===== config.mk =====
export PLATFORM = sky130hd
export DESIGN_NAME = matmul_seq_ctrl
export DESIGN_NICKNAME = d
export VERILOG_FILES = /design/src/rtl/matmul_seq_ctrl.sv
export SDC_FILE = /design/constraint.sdc
export NUM_CORES = 1
export LEC_CHECK = 0
export CAP_MARGIN = 20
export CORE_ASPECT_RATIO = 1.1
export CORE_MARGIN = 4
export CORE_UTILIZATION = 44
export CTS_BUF_LIST = sky130_fd_sc_hd__clkbuf_16
export CTS_CLUSTER_DIAMETER = 100
export DETAILED_ROUTE_END_ITERATION = 10
export PLACE_DENSITY = 0.74
export SKIP_CTS_REPAIR_TIMING = 1
export SYNTH_ARGS = -nofsm -noshare
export SYNTH_HDL_FRONTEND = slang
export SYNTH_SLANG_ARGS = --single-unit

===== constraint.sdc =====
create_clock -name clk -period 2.37 [get_ports clk]
set_input_delay 0.474 -clock clk [delete_from_list [all_inputs] [get_ports clk]]
set_output_delay 0.474 -clock clk [all_outputs]
set_load 0.03 [all_outputs]

===== src/rtl/matmul_seq_ctrl.sv =====
// Sequences operand load (A then B), multiplier kick, timed wait, vblank-aligned display update.
// read_ready one cycle after last B accept; in_valid low stalls loading with no state change.
module matmul_seq_ctrl #(
  parameter int N       = 3,
  parameter int WIDTH   = 16,
  parameter int TIMEOUT = 1024
) (
  input  logic                   clk,
  input  logic                   reset,
  input  logic                   start,
  input  logic                   in_valid,
  input  logic [WIDTH-1:0]       in_data,
  output logic                   in_ready,
  input  logic                   compute_done,
  input  logic                   vblank,
  output logic [N*N*WIDTH-1:0]   matrix_a,
  output logic [N*N*WIDTH-1:0]   matrix_b,
  output logic                   read_ready,
  output logic                   disp_update,
  output logic                   busy,
  output logic                   done,
  output logic                   error
);

  localparam int NN = N * N;
  localparam int EW = (NN > 1) ? $clog2(NN) : 1;
  localparam logic [EW-1:0] E_LAST = EW'(NN - 1);
  localparam logic [15:0]   W_LAST = 16'(TIMEOUT - 1);

  typedef enum logic [2:0] {
    S_IDLE, S_LOAD_A, S_LOAD_B, S_KICK, S_WAIT, S_SYNC, S_DONE, S_ERR
  } state_t;

  state_t                 state_q, state_d;
  logic [EW-1:0]          e_q, e_d;
  logic [15:0]            wcnt_q, wcnt_d;
  logic                   vblank_q;
  logic [NN*WIDTH-1:0]    a_q, a_d, b_q, b_d;
  logic                   loading;
  logic                   vb_rise;

  assign loading = (state_q == S_LOAD_A) || (state_q == S_LOAD_B);
  assign vb_rise = vblank && !vblank_q;

  always_ff @(posedge clk) begin
    if (!reset) begin
      state_q <= S_IDLE;
    end else begin
      state_q <= state_d;
    end
  end

  always_comb begin
    state_d = state_q;
    case (state_q)
      S_IDLE:   if (start) state_d = S_LOAD_A;
      S_LOAD_A: if (in_valid && e_q == E_LAST) state_d = S_LOAD_B;
      S_LOAD_B: if (in_valid && e_q == E_LAST) state_d = S_KICK;
      S_KICK:   state_d = S_WAIT;
      // compute_done takes priority over a coincident timeout
      S_WAIT: begin
        if (compute_done)          state_d = S_SYNC;
        else if (wcnt_q == W_LAST) state_d = S_ERR;
      end
      S_SYNC:   if (vb_rise) state_d = S_DONE;
      S_DONE:   if (start) state_d = S_LOAD_A;
      S_ERR:    if (start) state_d = S_IDLE;
      default:  state_d = S_IDLE;
    endcase
  end

  always_comb begin
    in_ready    = loading;
    read_ready  = (state_q == S_KICK);
    disp_update = (state_q == S_SYNC) && vb_rise;
    busy        = loading || (state_q == S_KICK) || (state_q == S_WAIT) || (state_q == S_SYNC);
    done        = (state_q == S_DONE);
    error       = (state_q == S_ERR);
    matrix_a    = a_q;
    matrix_b    = b_q;
  end

  // Element counter rests at zero outside the load states, so every new sequence starts at e=0.
  always_comb begin
    e_d    = '0;
    wcnt_d = '0;
    a_d    = a_q;
    b_d    = b_q;
    if (loading) begin
      e_d = e_q;
      if (in_valid) begin
        if (state_q == S_LOAD_A) a_d[e_q*WIDTH +: WIDTH] = in_data;
        else                     b_d[e_q*WIDTH +: WIDTH] = in_data;
        e_d = (e_q == E_LAST) ? '0 : e_q + EW'(1);
      end
    end
    if (state_q == S_WAIT) wcnt_d = wcnt_q + 16'd1;
  end

  always_ff @(posedge clk) begin
    if (!reset) begin
      e_q      <= '0;
      wcnt_q   <= '0;
      vblank_q <= 1'b0;
      a_q      <= '0;
      b_q      <= '0;
    end else begin
      e_q      <= e_d;
      wcnt_q   <= wcnt_d;
      vblank_q <= vblank;
      a_q      <= a_d;
      b_q      <= b_d;
    end
  end

endmodule


# Yosys cells after proc, flatten, opt, wreduce, memory -nomap -nowiden
# Cells that the tools add are included.
[word_totals]
wordCells = 53
out_inout_bits = 294
ff_bits = 312
inputBits = 22
[op_classes]
reduce_logical = 15
bitwise = 1
shift = 2
muxes = 11
n_addsub = 3
n_eq_ne = 15
[ops]
columns = ["operator", "n"]
rows = [
  ["$bwmux W144", 2],
  ["$shift A16 B34 Y144 const A", 1],
  ["$shiftx A16 B34 Y144", 1],
  ["$neg A8 Y34", 1],
  ["$mux W3", 7],
  ["$pmux W3 S7", 1],
  ["$add A16 B1 Y16 const B", 1],
  ["$eq A16 B10 Y1 const B", 1],
  ["$eq A3 B3 Y1 const B", 4],
  ["$eq A3 B2 Y1 const B", 2],
  ["$ne A2 B1 Y1 const B", 3],
  ["$reduce_and A3 Y1", 2],
  ["$reduce_and A6 Y1", 1],
  ["$add A4 B1 Y4 const B", 1],
  ["$eq A4 B4 Y1 const B", 1],
  ["$logic_or A1 B1 Y1", 4],
  ["$mux W4", 1],
  ["$ne A2 B2 Y1 const B", 2],
  ["$reduce_and A2 Y1", 2],
  ["$eq A3 B1 Y1 const B", 1],
  ["$logic_and A1 B1 Y1", 3],
  ["$logic_not A3 Y1", 1],
  ["$ne A3 B3 Y1 const B", 1],
  ["$reduce_or A2 Y1", 1],
  ["2 further kinds", 2],
]

# Depth between registers and ports, before layout
[depth]
word_depth = 5
ltp_mapped = 11
depth_no_buf = 7

# Worst setup path before layout
# OpenSTA, ideal clock, no wires.
[synth_timing]
path_type = "register -> register"
start = "register e_q[0]"
end = "register b_q[38], in the netlist matrix_b[38]"
path_slack_ps = 34
setup_ps = 72
t_arrival_ps = 2264
path_stages_with_launch = 10
n_path_buf = 2
period_less_slack_ps = 2336
required_ps = 2298
cell_sequence = "dfxtp_1 > buf_2 > inv_2 > ha_1 > o21bai_1 > a21oi_2 > o21ai_1 > nor2_2 > buf_4 > mux2i_1"
[synth_via]
elab_chain_len = 3
word_cells_on_any_way = 4
cone_classes = "add/sub (1); shift (2); mux (1)"
[synth_rtl]
columns = ["item", "line_no", "source"]
rows = [
  ["from (decl)", "35", "logic [EW-1:0] e_q, e_d;"],
  ["from (signal assigned)", "102", "e_q <= '0;"],
  ["from (signal assigned)", "108", "e_q <= e_d;"],
  ["$neg A8 Y34 (*)", "93", "else b_d[e_q*WIDTH +: WIDTH] = in_data;"],
  ["$shiftx A16 B34 Y144 or $shift A16 B34 Y144 (tied branches)", "93", ""],
  ["$bwmux W144 (*)", "93", ""],
  ["to (signal assigned)", "106", "b_q <= '0;"],
  ["to (signal assigned)", "112", "b_q <= b_d;"],
  ["to (decl)", "38", "logic [NN*WIDTH-1:0] a_q, a_d, b_q, b_d;"],
]
# Mark *: on every way between the ends. The rest lies on a longest branch, timed or not.
# A chain may end at the register's enable or synchronous reset.

# Final worst setup path
[layout_timing]
start = "input port vblank"
end = "output port disp_update"
[layout_via]
elab_chain_len = 2
[layout_rtl]
columns = ["item", "line_no", "source"]
rows = [
  ["from (decl)", "15", "input logic vblank,"],
  ["$logic_and A1 B1 Y1", "43", "assign vb_rise = vblank && !vblank_q;"],
  ["$logic_and A1 B1 Y1", "75", "disp_update = (state_q == S_SYNC) && vb_rise;"],
  ["to (decl)", "19", "output logic disp_update,"],
]
# No other way between the ends.

==> impl_metrics.json <==
{
  "status": "finished clean",
  "synth-seq-cells": 312,
  "crit_type": "primary input to output pin",
  "wl_per_cell_um": 18.6,
  "rsz0062_at_grt": "false",
  "cts_tree": "built",
  "postRouteAntennaNets": 0,
  "worstPathArrival_ps": 1780,
  "syn-num-nets": 1379,
  "finalWorstSetupSlack_ps": 112,
  "via_per_inst": 5.26,
  "wl_met1_um": 15400,
  "synthToLayoutAreaGrowth_pct": 39.0,
  "synth-simple-area-share_pct": 22.7,
  "wl_met3_um": 2750,
  "p_leak_uw": 0.00550,
  "final.period_utilization_pct": 95.3,
  "hold_violations": 0,
  "fin_worst_skew_ps": 8.16,
  "max_cap_viol_count": 0,
  "die_w_um": 165,
  "setup_viol": 0,
  "drt_iter0_drc": 610,
  "cts-buffers-inserted": 31,
  "io_buffer_count": 315,
  "die_area_um2": 29700,
  "row_count": 62,
  "clock_latency_ps": 550,
  "synth_area_leaders": "dfxtp_1 (53%), mux2i_1 (8.1%), nand3_1 (7.9%)",
  "clock_path_buffers": 3,
  "initial_core_util_pct": 45.1,
  "layout_min_cycle_time_ps": 2260,
  "synthXorXnorAreaFrac_pct": 1.11,
  "root_buffer": "clkbuf_16",
  "drive_above_1_share_pct": 7.38,
  "synth_area_um2": 11900,
  "totalWireLength_um": 37400,
  "max-vdd-ir-drop_mv": 0.493,
  "fin_util_pct": 62.6,
  "syn_inst": 1351,
  "synth_top_family_by_area": "simple AND/OR/NAND/NOR gates",
  "pin_count": 316,
  "fmax_ghz": 0.443,
  "grt_overflow": 0,
  "r2r_slack_ps": 190,
  "synthAdderAreaFrac_pct": 0.631,
  "grt_usage_pct": 24.5,
  "synthDominantCellAreaShare_pct": 52.5,
  "async_flop_share_pct": 0,
  "synth_cell_type_count": 54,
  "finalPower_uw": 11100,
  "grt_pass1_vias": 10300,
  "dpl_cell_area_um2": 15600,
  "core_um2": 26400,
  "yosysSeqAreaShare_pct": 52.5,
  "p_per_area_nw_per_um2": 670,
  "synth_compound_area_share_pct": 10.3,
  "r2r-end": "matrix_b[101]",
  "grt_max_degree": 106,
  "cts_max_level": 1,
  "cp-end-kind": "output pin",
  "yosys-top-cells-count": "dfxtp_1 (312), nand2_1 (237), nand3_1 (188), o21ai_1 (126), mux2i_1 (96)",
  "critPathMaxFanout": 2,
  "worst_slew_pin_slew_ps": 737,
  "antenna_found_initial": 1,
  "multi_input_area_um2": 5150,
  "grt_pass1_wl_um": 58200,
  "maxSlewHeadroom_pct": 50.7,
  "synth_mux_area_share_pct": 8.08,
  "yosysWarningCount": 0,
  "gp_congestion": 0.882,
  "rr_startpoint": "e_q[0]",
  "drc_errors": 0,
  "finalNetCount": 1663,
  "min-delay-start": "reset",
  "synth_most_common_cell": "dfxtp_1",
  "antennaDiodeCount": 0,
  "final_area_um2": 16500,
  "avgSynthCellArea_um2": 8.80,
  "dpl.hpwl_um": 25100,
  "place_ws_ps": 14.3,
  "critical_path.startpoint_type": "primary input",
  "hold_class": "primary input to flip-flop",
  "synthFlopType": "dfxtp_1",
  "hold_path_depth": 2,
  "seqCellArea_um2": 6250,
  "tns_ps": 0,
  "synth_edf_count": 0,
  "path_clk_slew_ps": 60,
  "clock_sinks": 312,
  "die_h_um": 180,
  "wl_met2_um": 18000,
  "synth.largest_area_cell": "dfxtp_1",
  "via_count": 10600,
  "min_to": "state_q[2]",
  "drt_first_pass_iters": 4,
  "slew_violations": 0,
  "highest_layer": "met5",
  "n_fill_cell": 2260,
  "required_ps": 1900,
  "reg2reg_depth": 8
}
-- area by class of cell --
cell class                 instances  share of cell area [%]
timing repair buffer             374                    23.0
multi-input combinational        910                    31.2
clock buffer                      31                    4.70
sequential                       312                    37.8
clock inverter                    21                   0.538
inverter                           6                   0.136
tap                              352                    2.67
-- layout by cell type, fill, tap and decap left out, types with 3 or more instances in the layout --
cell type        Yosys  routed
a21boi_1            33      32
a21oi_1             39      39
and2_1               6       6
and3_1               9       9
buf_12               0      15
buf_4                6      45
clkbuf_16            0      31
clkdlybuf4s50_1      0     308
clkinv_1             0       9
clkinv_2             0       4
dfxtp_1            312     311
dlymetal6s2s_1       0       5
ha_1                 6       6
inv_1                5      12
mux2i_1             96      96
nand2_1            237     237
nand3_1            188     188
nand4_1              5       5
nor2_1              53      53
nor2_2               3       3
nor2_4               3       3
nor2b_1             33      33
nor3_1               8       8
nor3b_1              4       3
o21ai_0             11      11
o21ai_1            126     126
xnor2_1              8       7
xor2_1               7       7
-- routing by layer --
| metal | up-vias | GRT usage, % |
|---|---|---|
| li1 | 5161 | - |
| met5 | - | 0 |
| met2 | 347 | 40.5 |
| met4 | 2 | 8.05 |
| met3 | 80 | 5.54 |
| met1 | 4964 | 31.4 |
-- worst max path at each step --
stage | from | to | slack [ps] | cells after the start
after floorplan | e_q[0] | matrix_b[38] | 30 | 9
after global placement | vblank | state_q[0] | 50 | 6
after detailed placement | e_q[0] | matrix_b[101] | 10 | 8
after CTS | state_q[1] | in_ready | -370 | 3
after global routing | e_q[0] | matrix_b[34] | 10 | 7
final | vblank | disp_update | 110 | 4
-- state kept, by name, summed over array words and instances, names as in the netlist --
signal	cells
matrix_a	144
matrix_b	144
e_q	4
state_q	3
vblank_q	1
wcnt_q	16
-- where the power goes --
part / leakage [uW] / internal (uW) / switching, uW / total (uW)
clock: 0.000454 / 2340 / 1970 / 4300
combinational: 0.00254 / 495 / 884 / 1380
sequential: 0.00251 / 5330 / 65.1 / 5390
total: 0.00550 / 8160 / 2920 / 11100
-- worst max-delay path, cell delays in order --
cell and delay (ps):
clkdlybuf4s50_1 480, or2b_2 320, nor4b_1 290, buf_4 220
-- cell families (layout without fill, tap and decap cells) --
logic type,count (synthesis),after routing
adders and majority gates,6,6
DFF,312,312
and+or+nand+nor,573,573
AOI/OAI and AO/OA,220,220
buffers and inverters,129,432
muxes,96,96
xor gates and xnor gates,15,15
-- metrics by stage --
stage          instances  hold slack, ps
3_5_place_dp        1954             439
3_3_place_gp        1954             425
4_1_cts             2006             406
2_1_floorplan       1351             413
6_report            2006             415
5_1_grt             2006             432
Note: power is estimated with default switching activity, not from simulation.
